$ cat src/rtl/lsu_pkg.sv
// Shared constants, FSM state type and request legality check for the load/store unit.
package lsu_pkg;

  // RV32I funct3 encodings for memory accesses
  localparam logic [2:0] F3_B  = 3'b000;
  localparam logic [2:0] F3_H  = 3'b001;
  localparam logic [2:0] F3_W  = 3'b010;
  localparam logic [2:0] F3_BU = 3'b100;
  localparam logic [2:0] F3_HU = 3'b101;

  typedef enum logic [2:0] {
    StIdle,
    StErr,
    StLdAddr,
    StLdData,
    StSwWr,
    StRmwRd,
    StRmwWr
  } lsu_state_e;

  // True when a request must be rejected: illegal funct3 for its direction, or misaligned
  function automatic logic lsu_is_err(input logic       we,
                                      input logic [2:0] funct3,
                                      input logic [1:0] addr_lo);
    logic legal;
    logic misal;
    if (we) begin
      legal = (funct3 == F3_B) || (funct3 == F3_H) || (funct3 == F3_W);
    end else begin
      legal = (funct3 == F3_B) || (funct3 == F3_H) || (funct3 == F3_W) ||
              (funct3 == F3_BU) || (funct3 == F3_HU);
    end
    // funct3[1:0] gives the access size for every legal encoding
    misal = ((funct3[1:0] == 2'b01) && addr_lo[0]) ||
            ((funct3[1:0] == 2'b10) && (addr_lo != 2'b00));
    return !legal || misal;
  endfunction

endpackage

$ cat src/rtl/lsu_byte_lane.sv
// Combinational lane logic: load extract/extend and sub-word store merge.
module lsu_byte_lane
  import lsu_pkg::*;
#(
  parameter int unsigned XLEN = 32
) (
  input  logic [2:0]      i_funct3,
  input  logic [1:0]      i_addr_lo,
  input  logic [XLEN-1:0] i_rdata,
  input  logic [XLEN-1:0] i_wdata,
  output logic [XLEN-1:0] o_load_data,
  output logic [XLEN-1:0] o_store_merged
);

  logic [4:0]      w_sh_b;
  logic [4:0]      w_sh_h;
  logic [XLEN-1:0] w_rd_b;
  logic [XLEN-1:0] w_rd_h;
  logic [7:0]      w_byte;
  logic [15:0]     w_half;

  assign w_sh_b = {i_addr_lo, 3'b000};
  assign w_sh_h = {i_addr_lo[1], 4'b0000};
  assign w_rd_b = i_rdata >> w_sh_b;
  assign w_rd_h = i_rdata >> w_sh_h;
  assign w_byte = w_rd_b[7:0];
  assign w_half = w_rd_h[15:0];

  // Select the addressed lane and sign- or zero-extend it
  always_comb begin
    o_load_data = i_rdata;
    case (i_funct3)
      F3_B:    o_load_data = {{(XLEN-8){w_byte[7]}}, w_byte};
      F3_BU:   o_load_data = {{(XLEN-8){1'b0}}, w_byte};
      F3_H:    o_load_data = {{(XLEN-16){w_half[15]}}, w_half};
      F3_HU:   o_load_data = {{(XLEN-16){1'b0}}, w_half};
      default: o_load_data = i_rdata;
    endcase
  end

  // Replace the addressed byte/half of the read word with store data, keep the rest
  always_comb begin
    logic [XLEN-1:0] mask;
    logic [XLEN-1:0] ins;
    if (i_funct3 == F3_H) begin
      mask = {{(XLEN-16){1'b0}}, 16'hFFFF} << w_sh_h;
      ins  = {{(XLEN-16){1'b0}}, i_wdata[15:0]} << w_sh_h;
    end else begin
      mask = {{(XLEN-8){1'b0}}, 8'hFF} << w_sh_b;
      ins  = {{(XLEN-8){1'b0}}, i_wdata[7:0]} << w_sh_b;
    end
    o_store_merged = (i_rdata & ~mask) | (ins & mask);
  end

endmodule

$ cat src/rtl/load_store_unit.sv
// MEM-stage load/store front end for a word-only data memory.
// Sub-word stores are done as read-modify-write; bad requests never touch memory.
module load_store_unit
  import lsu_pkg::*;
#(
  parameter int unsigned ADDR_W = 16,
  parameter int unsigned XLEN   = 32
) (
  input  logic              clk,
  input  logic              rst,
  input  logic              req_valid,
  output logic              req_ready,
  input  logic              req_we,
  input  logic [2:0]        req_funct3,
  input  logic [XLEN-1:0]   req_addr,
  input  logic [XLEN-1:0]   req_wdata,
  output logic              resp_valid,
  output logic              resp_err,
  output logic [XLEN-1:0]   resp_rdata,
  output logic              mem_wEn,
  output logic [ADDR_W-1:0] mem_address,
  output logic [XLEN-1:0]   mem_write_data,
  input  logic [XLEN-1:0]   mem_read_data
);

  lsu_state_e        r_state;
  logic              r_we;
  logic [2:0]        r_funct3;
  logic [ADDR_W-1:0] r_addr;
  logic [XLEN-1:0]   r_wdata;

  logic [XLEN-1:0]   w_load_data;
  logic [XLEN-1:0]   w_merged;

  lsu_byte_lane #(
    .XLEN(XLEN)
  ) u_byte_lane (
    .i_funct3      (r_funct3),
    .i_addr_lo     (r_addr[1:0]),
    .i_rdata       (mem_read_data),
    .i_wdata       (r_wdata),
    .o_load_data   (w_load_data),
    .o_store_merged(w_merged)
  );

  // Request latch and sequencing FSM
  always_ff @(posedge clk) begin
    if (rst) begin
      r_state  <= StIdle;
      r_we     <= 1'b0;
      r_funct3 <= 3'b000;
      r_addr   <= '0;
      r_wdata  <= '0;
    end else begin
      case (r_state)
        StIdle: begin
          if (req_valid) begin
            r_we     <= req_we;
            r_funct3 <= req_funct3;
            // Upper address bits are dropped: the memory only decodes ADDR_W bits
            r_addr   <= req_addr[ADDR_W-1:0];
            r_wdata  <= req_wdata;
            if (lsu_is_err(req_we, req_funct3, req_addr[1:0])) begin
              r_state <= StErr;
            end else if (!req_we) begin
              r_state <= StLdAddr;
            end else if (req_funct3 == F3_W) begin
              r_state <= StSwWr;
            end else begin
              r_state <= StRmwRd;
            end
          end
        end
        StLdAddr: r_state <= StLdData;
        StRmwRd:  r_state <= StRmwWr;
        default:  r_state <= StIdle;
      endcase
    end
  end

  // State-decoded outputs; reset gates strobes so an aborted access never writes
  always_comb begin
    req_ready      = (r_state == StIdle);
    resp_valid     = !rst && ((r_state == StErr) || (r_state == StLdData) ||
                              (r_state == StSwWr) || (r_state == StRmwWr));
    resp_err       = !rst && (r_state == StErr);
    mem_wEn        = !rst && ((r_state == StSwWr) || (r_state == StRmwWr));
    mem_address    = r_addr;
    resp_rdata     = '0;
    mem_write_data = '0;
    if (!rst && (r_state == StLdData) && !r_we) begin
      resp_rdata = w_load_data;
    end
    if (r_state == StSwWr) begin
      mem_write_data = r_wdata;
    end else if (r_state == StRmwWr) begin
      mem_write_data = w_merged;
    end
  end

endmodule

$ cat config.mk
export PLATFORM = sky130hd
export DESIGN_NAME = load_store_unit
export DESIGN_NICKNAME = d
export VERILOG_FILES = /design/src/rtl/lsu_pkg.sv /design/src/rtl/lsu_byte_lane.sv /design/src/rtl/load_store_unit.sv
export SDC_FILE = /design/constraint.sdc
export NUM_CORES = 1
export LEC_CHECK = 0
export CORE_MARGIN = 4
export CORE_UTILIZATION = 42
export DETAILED_ROUTE_END_ITERATION = 10
export GPL_TIMING_DRIVEN = 0
export PLACE_DENSITY = 0.81
export RECOVER_POWER = 100
export SLEW_MARGIN = 20
export SYNTH_ARGS = -nofsm -noshare
export SYNTH_HDL_FRONTEND = slang
export SYNTH_SLANG_ARGS = --single-unit
$ cat constraint.sdc
create_clock -name clk -period 2.7 [get_ports clk]
set_input_delay 0.54 -clock clk [delete_from_list [all_inputs] [get_ports clk]]
set_output_delay 0.54 -clock clk [all_outputs]
set_load 0.005 [all_outputs]
==> results of run 1 <==
-- per-stage QoR --
| step | std cells | total power [W] |
|---|---|---|
| 5_1_grt | 878 | 0.00219 |
| 3_5_place_dp | 852 | 0.00157 |
| 3_3_place_gp | 852 | 0.00154 |
| 2_1_floorplan | 553 | 0.00125 |
| 6_report | 878 | 0.00210 |
| 4_1_cts | 866 | 0.00204 |
-- critical path: cells and delay by family (launching register included) --
family,cells,cell delay (ps)
simple gates,1,60
compound gates,1,240
mux,1,560
buf+inv,4,660
flops,1,350
-- cells by family after synthesis --
logic type	after synthesis
and+or+nand+nor	241
AOI/OAI and AO/OA	150
buffers and inverters	85
DFF	55
muxes	21
adders and majority gates	1
-- metal layers --
metal / up-vias / track usage
met4: 0 / 0.0833
met2: 350 / 0.508
li1: 2383 / -
met1: 2409 / 0.346
met3: 74 / 0.0565
met5: - / 0
-- sequential cells by signal, indices dropped and copies added (netlist names) --
register / count
mem_address: 16
r_funct3: 3
r_state: 3
r_wdata: 32
r_we: 1
-- power breakdown --
group,switching (W),internal (W),leakage [nW],total [W]
Combinational,0.000389,0.000357,2.26,0.000745
Clock,0.000259,0.000173,0.0361,0.000432
Sequential,0.0000527,0.000869,0.454,0.000921
Total,0.000700,0.00140,2.75,0.00210
-- worst paths after layout --
check | start | end | slack [ps] | cells after the start
max reg2reg | r_state[0]$_SDFFE_PP0P_ | r_funct3[0]$_SDFFE_PP0P_ | 790 | 5
max | mem_address[1]$_SDFFE_PP0P_ | resp_rdata[14] | -8 | 7
min | mem_address[8]$_SDFFE_PP0P_ | mem_address[8]$_SDFFE_PP0P_ | 460 | 2
min reg2reg | mem_address[8]$_SDFFE_PP0P_ | mem_address[8]$_SDFFE_PP0P_ | 460 | 2
-- repair_timing --
| action | 4_1_cts | 5_1_grt |
|---|---|---|
| cloned | 1 | 0 |
| resized for setup | 155 | 81 |
| endpoints found under the setup margin | 65 | 48 |
| buffers inserted | 11 | 14 |
| pin swaps | 16 | 14 |
| hold endpoints to repair | 0 | 0 |
-- cell type report --
type | instances | area share
multi-input combinational | 413 | 0.435
sequential | 55 | 0.171
timing repair buffer | 196 | 0.285
inverter | 28 | 0.0161
buffer | 51 | 0.0566
tap | 129 | 0.0248
clock inverter | 1 | 0.00115
clock buffer | 5 | 0.0106
-- cells in the mapped netlist, types with 2 or more instances --
cell type	count	area (sq um)
a21oi_1	54	270
buf_6	3	33.8
mux2_2	5	56.3
mux4_2	8	180
nor2_1	16	60.1
nand4_1	25	156
nand2b_1	3	18.8
buf_2	20	100
a2111oi_0	12	105
nor2b_1	18	113
and2_1	9	56.3
a31oi_1	8	50.1
clkbuf_1	30	113
o22ai_1	24	150
o211ai_1	26	195
nor3_1	6	30.0
o21ai_0	2	10.0
nand2_1	143	537
mux2i_1	8	80.1
and3b_1	5	43.8
a2111oi_1	2	20.0
nor4_1	3	18.8
dfxtp_1	55	1100
nor3b_1	3	22.5
a221o_1	8	80.1
inv_1	28	105
a2111oi_4	2	55.1
buf_4	2	15.0
a221oi_1	6	52.6
==> results.yml, run 1 <==
cells_and_area:
  final_cell_mix: "nand2_1 (141), clkdlybuf4s50_1 (96), a21oi_1 (54)"
  multi_input_area_sq_um: 2840
  fillers: 786
  diodes: 0
  final_net_count: 854
  fin_area_sq_um: 6520
  ff_latch_area_sq_um: 1110
  drive_above_1_share: 0.192
  utilization: 0.702
  final_common_cell: "nand2_1"
  syn2layout_area_growth_pct: 61.6
synth:
  yosys.area_share.simple: 0.287
  syn_nets: 657
  synthArstFlopShare: 0
  synthesis.area_sq_um: 4030
  ys_types: 48
  synth_top_family_by_area: "simple AND/OR/NAND/NOR gates"
  netlist_instances: 553
  synth-xor-area-share: 0
  synth-adder-area-share: 0.00310
  postSynthAreaPerCell_sq_um: 7.29
  yosysSeqAreaShare: 0.273
  ys_ff_latch: 55
  synthMuxAreaShare: 0.0785
  synth-compound-area-share: 0.261
  ys_warn_count: 0
  synth_flop_cell: "dfxtp_1"
  synth_edf_count: 0
sta:
  slew_headroom: 0.484
  hold_viol: 0
  slew_viol_final: 0
  clock_skew_ps: 12.7
  rsz0062_at_grt: "yes"
  fin_hold_ws_ps: 461
  period_minus_slack_ps: 2710
  fin_crit_sh: 1.00
  tightest_slew_ps: 772
  finalSetupViolCount: 1
  max_freq_mhz: 369
  tns_ps: -8.35
  layout_setup_ws_ps: -8.35
route:
  via_per_inst: 5.94
  firstDrtPassIters: 7
  vias: 5216
  wl_met2_mm: 8.42
  wl_met1_mm: 6.69
  wl_met3_mm: 1.66
  drt_iter0_drc: 377
  drc: 0
  ant_nets: 0
  post_drt_wl_per_cell_um: 19.8
  top_layer: "met4"
  wl_mm: 17.4
placement:
  port_buffers: 170
  post-place-ws_ps: -649
  globalplace.congestion: 0.918
  place_area_sq_um: 5900
  hpwlAfterDp_mm: 13.1
power:
  irDropWorstVdd_uv: 350
  powerDensity_nw_per_um2: 322
  p_leak_nw: 2.75
worst_setup_path:
  crit_top_cell: "buf_6"
  crit_arrival_ps: 2170
  critPathMaxFanout: 6
  max_stage_delay_ps: 560
  setup.worst_path.class: "reg2out"
  crit_path_top_delay_cell: "mux4_2"
  critical_path.cell_chain: "buf_6 > buf_12 > mux4_2 > buf_6 > a221oi_2 > nor3_1 > dlygate4sd2_1"
  worst_setup_path_end_kind: "output pin"
  crit_required_ps: 2160
  crit_path_start_kind: "register"
global_routing:
  overflow: 0
  antenna_found_initial: 0
  first_global_vias: 4918
  grt_usage: 0.285
  grt_pass1_wl_mm: 25.7
  grt_max_degree: 16
run_status:
  violations: "setup timing"
  status: "finished, violations left"
die:
  chipWidth_um: 106
  coreArea_sq_um: 9280
  die_h_um: 106
  rows: 35
  initial_core_util: 0.435
  pin_count: 187
  dieArea_sq_um: 11200
cts:
  clock-sinks: 55
  clockBufferDepth: 2
  clk_latency_ps: 310
  cts-htree-levels: 2
  cts_tree: "done"
  clockRootBuffer: "clkbuf_8"
  numCtsBuffers: 5
  clk_pin_slew_ps: 100
  hold_buffers: 0
flow_run:
  cap_violations: 0
worst_hold_path:
  hold_class: "reg2reg"
Power figures use the tool's default switching activity.
==> run 2: changes to the inputs <==
--- a/config.mk
+++ b/config.mk
@@ -5,13 +5,15 @@
 export SDC_FILE = /design/constraint.sdc
 export NUM_CORES = 1
 export LEC_CHECK = 0
+export ABC_CLOCK_PERIOD_IN_PS = 3160
 export CORE_MARGIN = 4
-export CORE_UTILIZATION = 42
+export CORE_UTILIZATION = 44
 export DETAILED_ROUTE_END_ITERATION = 10
 export GPL_TIMING_DRIVEN = 0
-export PLACE_DENSITY = 0.81
+export PLACE_DENSITY = 0.87
 export RECOVER_POWER = 100
 export SLEW_MARGIN = 20
 export SYNTH_ARGS = -nofsm -noshare
 export SYNTH_HDL_FRONTEND = slang
+export SYNTH_HIERARCHICAL = 1
 export SYNTH_SLANG_ARGS = --single-unit
==> constraint.sdc (replaced) <==
create_clock -name clk -period 3.16 [get_ports clk]
set_input_delay 0.632 -clock clk [delete_from_list [all_inputs] [get_ports clk]]
set_output_delay 0.632 -clock clk [all_outputs]
set_load 0.005 [all_outputs]
==> results.yml, run 2 <==
worst_setup_path:
  max_stage_delay_ps: 450
  critical_path.cell_chain: "buf_4 > or3b_4 > buf_6 > nand2_4 > nand2_4 > mux2_2 > a22o_1 > clkdlybuf4s50_1"
  crit_required_ps: 2530
  crit_arrival_ps: 2560
  reg2reg_from: "r_state[0]$_SDFFE_PP0P_"
  worst_setup_path_end_kind: "output pin"
  crit_start: "r_funct3[1]$_SDFFE_PP0P_"
  crit_top_cell: "nand2_4"
  crit_path_start_kind: "register"
  setup.worst_path.class: "reg2out"
  crit_path_top_delay_cell: "clkdlybuf4s50_1"
  critPathMaxFanout: 9
route:
  vias: 4524
  drt_iter0_drc: 311
  via_per_inst: 5.69
  wl_mm: 13.9
  ant_nets: 0
  firstDrtPassIters: 5
  drc: 0
  post_drt_wl_per_cell_um: 17.5
synth:
  postSynthAreaPerCell_sq_um: 7.33
  syn_nets: 608
  yosysMostFrequentCell: "nand2_1"
  synth_edf_count: 0
  synth_top_area_cell: "dfxtp_1"
  synthTopCellsByCount: "nand2_1 (150), a21oi_1 (68), dfxtp_1 (55), a22o_1 (34), and2_1 (32)"
  synthesis.area_sq_um: 3700
  synthTopCellsByArea: "dfxtp_1 (30%), nand2_1 (15%), a21oi_1 (9.2%), a22o_1 (8.0%), and2_1 (5.4%)"
  synthArstFlopShare: 0
  yosysSeqAreaShare: 0.297
  ys_ff_latch: 55
  ys_types: 41
  synth_top_area_share: 0.297
  ys_warn_count: 6
  netlist_instances: 505
  synth_flop_cell: "dfxtp_1"
placement:
  globalplace.congestion: 1.09
  post-place-ws_ps: -200
  placed_cells: 779
  hpwlAfterDp_mm: 11.2
  port_buffers: 169
flow_run:
  cap_violations: 0
sta:
  finalSetupViolCount: 9
  slew_headroom: 0.501
  tightest_slew_ps: 743
  tns_ps: -100
  hold_viol: 0
  fin_hold_ws_ps: 456
  period_minus_slack_ps: 3190
  layout_setup_ws_ps: -31.4
  slew_viol_final: 0
  rsz0062_at_grt: "yes"
  clock_skew_ps: 13.0
  max_freq_mhz: 313
  fin_crit_sh: 1.01
cells_and_area:
  diodes: 0
  largest_reg_flops: 32
  final_net_count: 792
  ff_latch_area_sq_um: 1110
  fin_cells: 795
  final_common_cell: "nand2_1"
  drive_above_1_share: 0.109
  multi_input_area_sq_um: 2410
  final_cell_mix: "nand2_1 (149), clkdlybuf4s50_1 (130), a21oi_1 (66)"
  syn2layout_area_growth_pct: 54.5
  fillers: 699
  regMostFlops: "r_wdata"
power:
  power.total_w: 0.00180
  irDropWorstVdd_uv: 259
  p_leak_nw: 2.41
  powerDensity_nw_per_um2: 314
global_routing:
  first_global_vias: 4426
  grt_usage: 0.271
  overflow: 0
  grt_max_degree: 17
  antenna_found_initial: 0
  grt_pass1_wl_mm: 21.9
die:
  initial_core_util: 0.451
  die_h_um: 99.7
  coreArea_sq_um: 8220
  pin_count: 187
  rows: 33
  dieArea_sq_um: 9950
  chipWidth_um: 99.7
cts:
  cts_tree: "done"
  clk_pin_slew_ps: 100
  numCtsBuffers: 5
  clock-sinks: 55
  hold_buffers: 0
  clockRootBuffer: "clkbuf_8"
  clk_latency_ps: 310
  clockBufferDepth: 2
  cts-htree-levels: 2
worst_hold_path:
  hold_class: "reg2reg"
  hold_start: "mem_address[6]$_SDFFE_PP0P_"
run_status:
  violations: "setup timing"
  status: "finished, violations left"
==> run 2: final timing paths <==
kind                                       to  slack, ps  depth (start not counted)
setup reg to reg     r_funct3[0]$_SDFFE_PP0P_       1320                          6
setup / recovery           mem_write_data[23]        -30                          8
hold / removal    mem_address[6]$_SDFFE_PP0P_        460                          2
hold reg to reg   mem_address[6]$_SDFFE_PP0P_        460                          2
==> run 2: what timing repair did <==
item,4_1_cts,5_1_grt
setup buffers,5,3
resized for setup,26,25
pin swaps,1,4
endpoints found under the setup margin,56,54
hold endpoints to repair,0,0
==> run 2: metrics by stage <==
| stage | cell area (sq um) | utilization |
|---|---|---|
| floorplan | 3700 | - |
| global placement | 5530 | 0.673 |
| detailed placement | 5530 | 0.673 |
| CTS | 5700 | 0.693 |
| global route | 5720 | 0.697 |
| finish | 5720 | 0.697 |
==> run 2: layout make-up <==
type / instances / area share
clock buffers: 7 / 0.0151
clock inverters: 1 / 0.00153
inverters: 3 / 0.00197
flip-flops and latches: 55 / 0.193
well taps: 105 / 0.0230
repair buffers: 177 / 0.307
plain buffers: 42 / 0.0374
multi-input cells: 405 / 0.421
==> run 2: logic make-up (layout without fill, tap and decap cells) <==
family / after synthesis / count (layout) / share of synthesized area
AND/OR/NAND/NOR: 234 / 234 / 0.290
AO/OA/AOI/OAI: 151 / 151 / 0.280
multiplexers: 20 / 20 / 0.0662
buffers and inverters: 45 / 230 / 0.0666
flip-flops: 55 / 55 / 0.297
==> run 2: layer usage <==
| layer | part of all wire | GRT usage | wire length [um] |
|---|---|---|---|
| met1 | 0.38 | 0.317 | 5250 |
| met2 | 0.49 | 0.470 | 6760 |
| met3 | 0.10 | 0.0631 | 1440 |
| met4 | 0.031 | 0.114 | 431 |
| met5 | 0 | 0 | 0 |
==> run 2: worst max-delay path: cells and delay by family, from the launching register on <==
family	cells	cell delay, ps
flip-flops	1	340
AO/OA/AOI/OAI	1	230
AND/OR/NAND/NOR	3	620
multiplexers	1	300
buffers and inverters	3	750
==> run 2: power breakdown <==
| group | leakage [nW] | internal [W] | switching, W |
|---|---|---|---|
| clock | 0.0484 | 0.000180 | 0.000229 |
| sequential | 0.453 | 0.000742 | 0.0000418 |
| combinational | 1.91 | 0.000302 | 0.000300 |
| total | 2.41 | 0.00122 | 0.000571 |
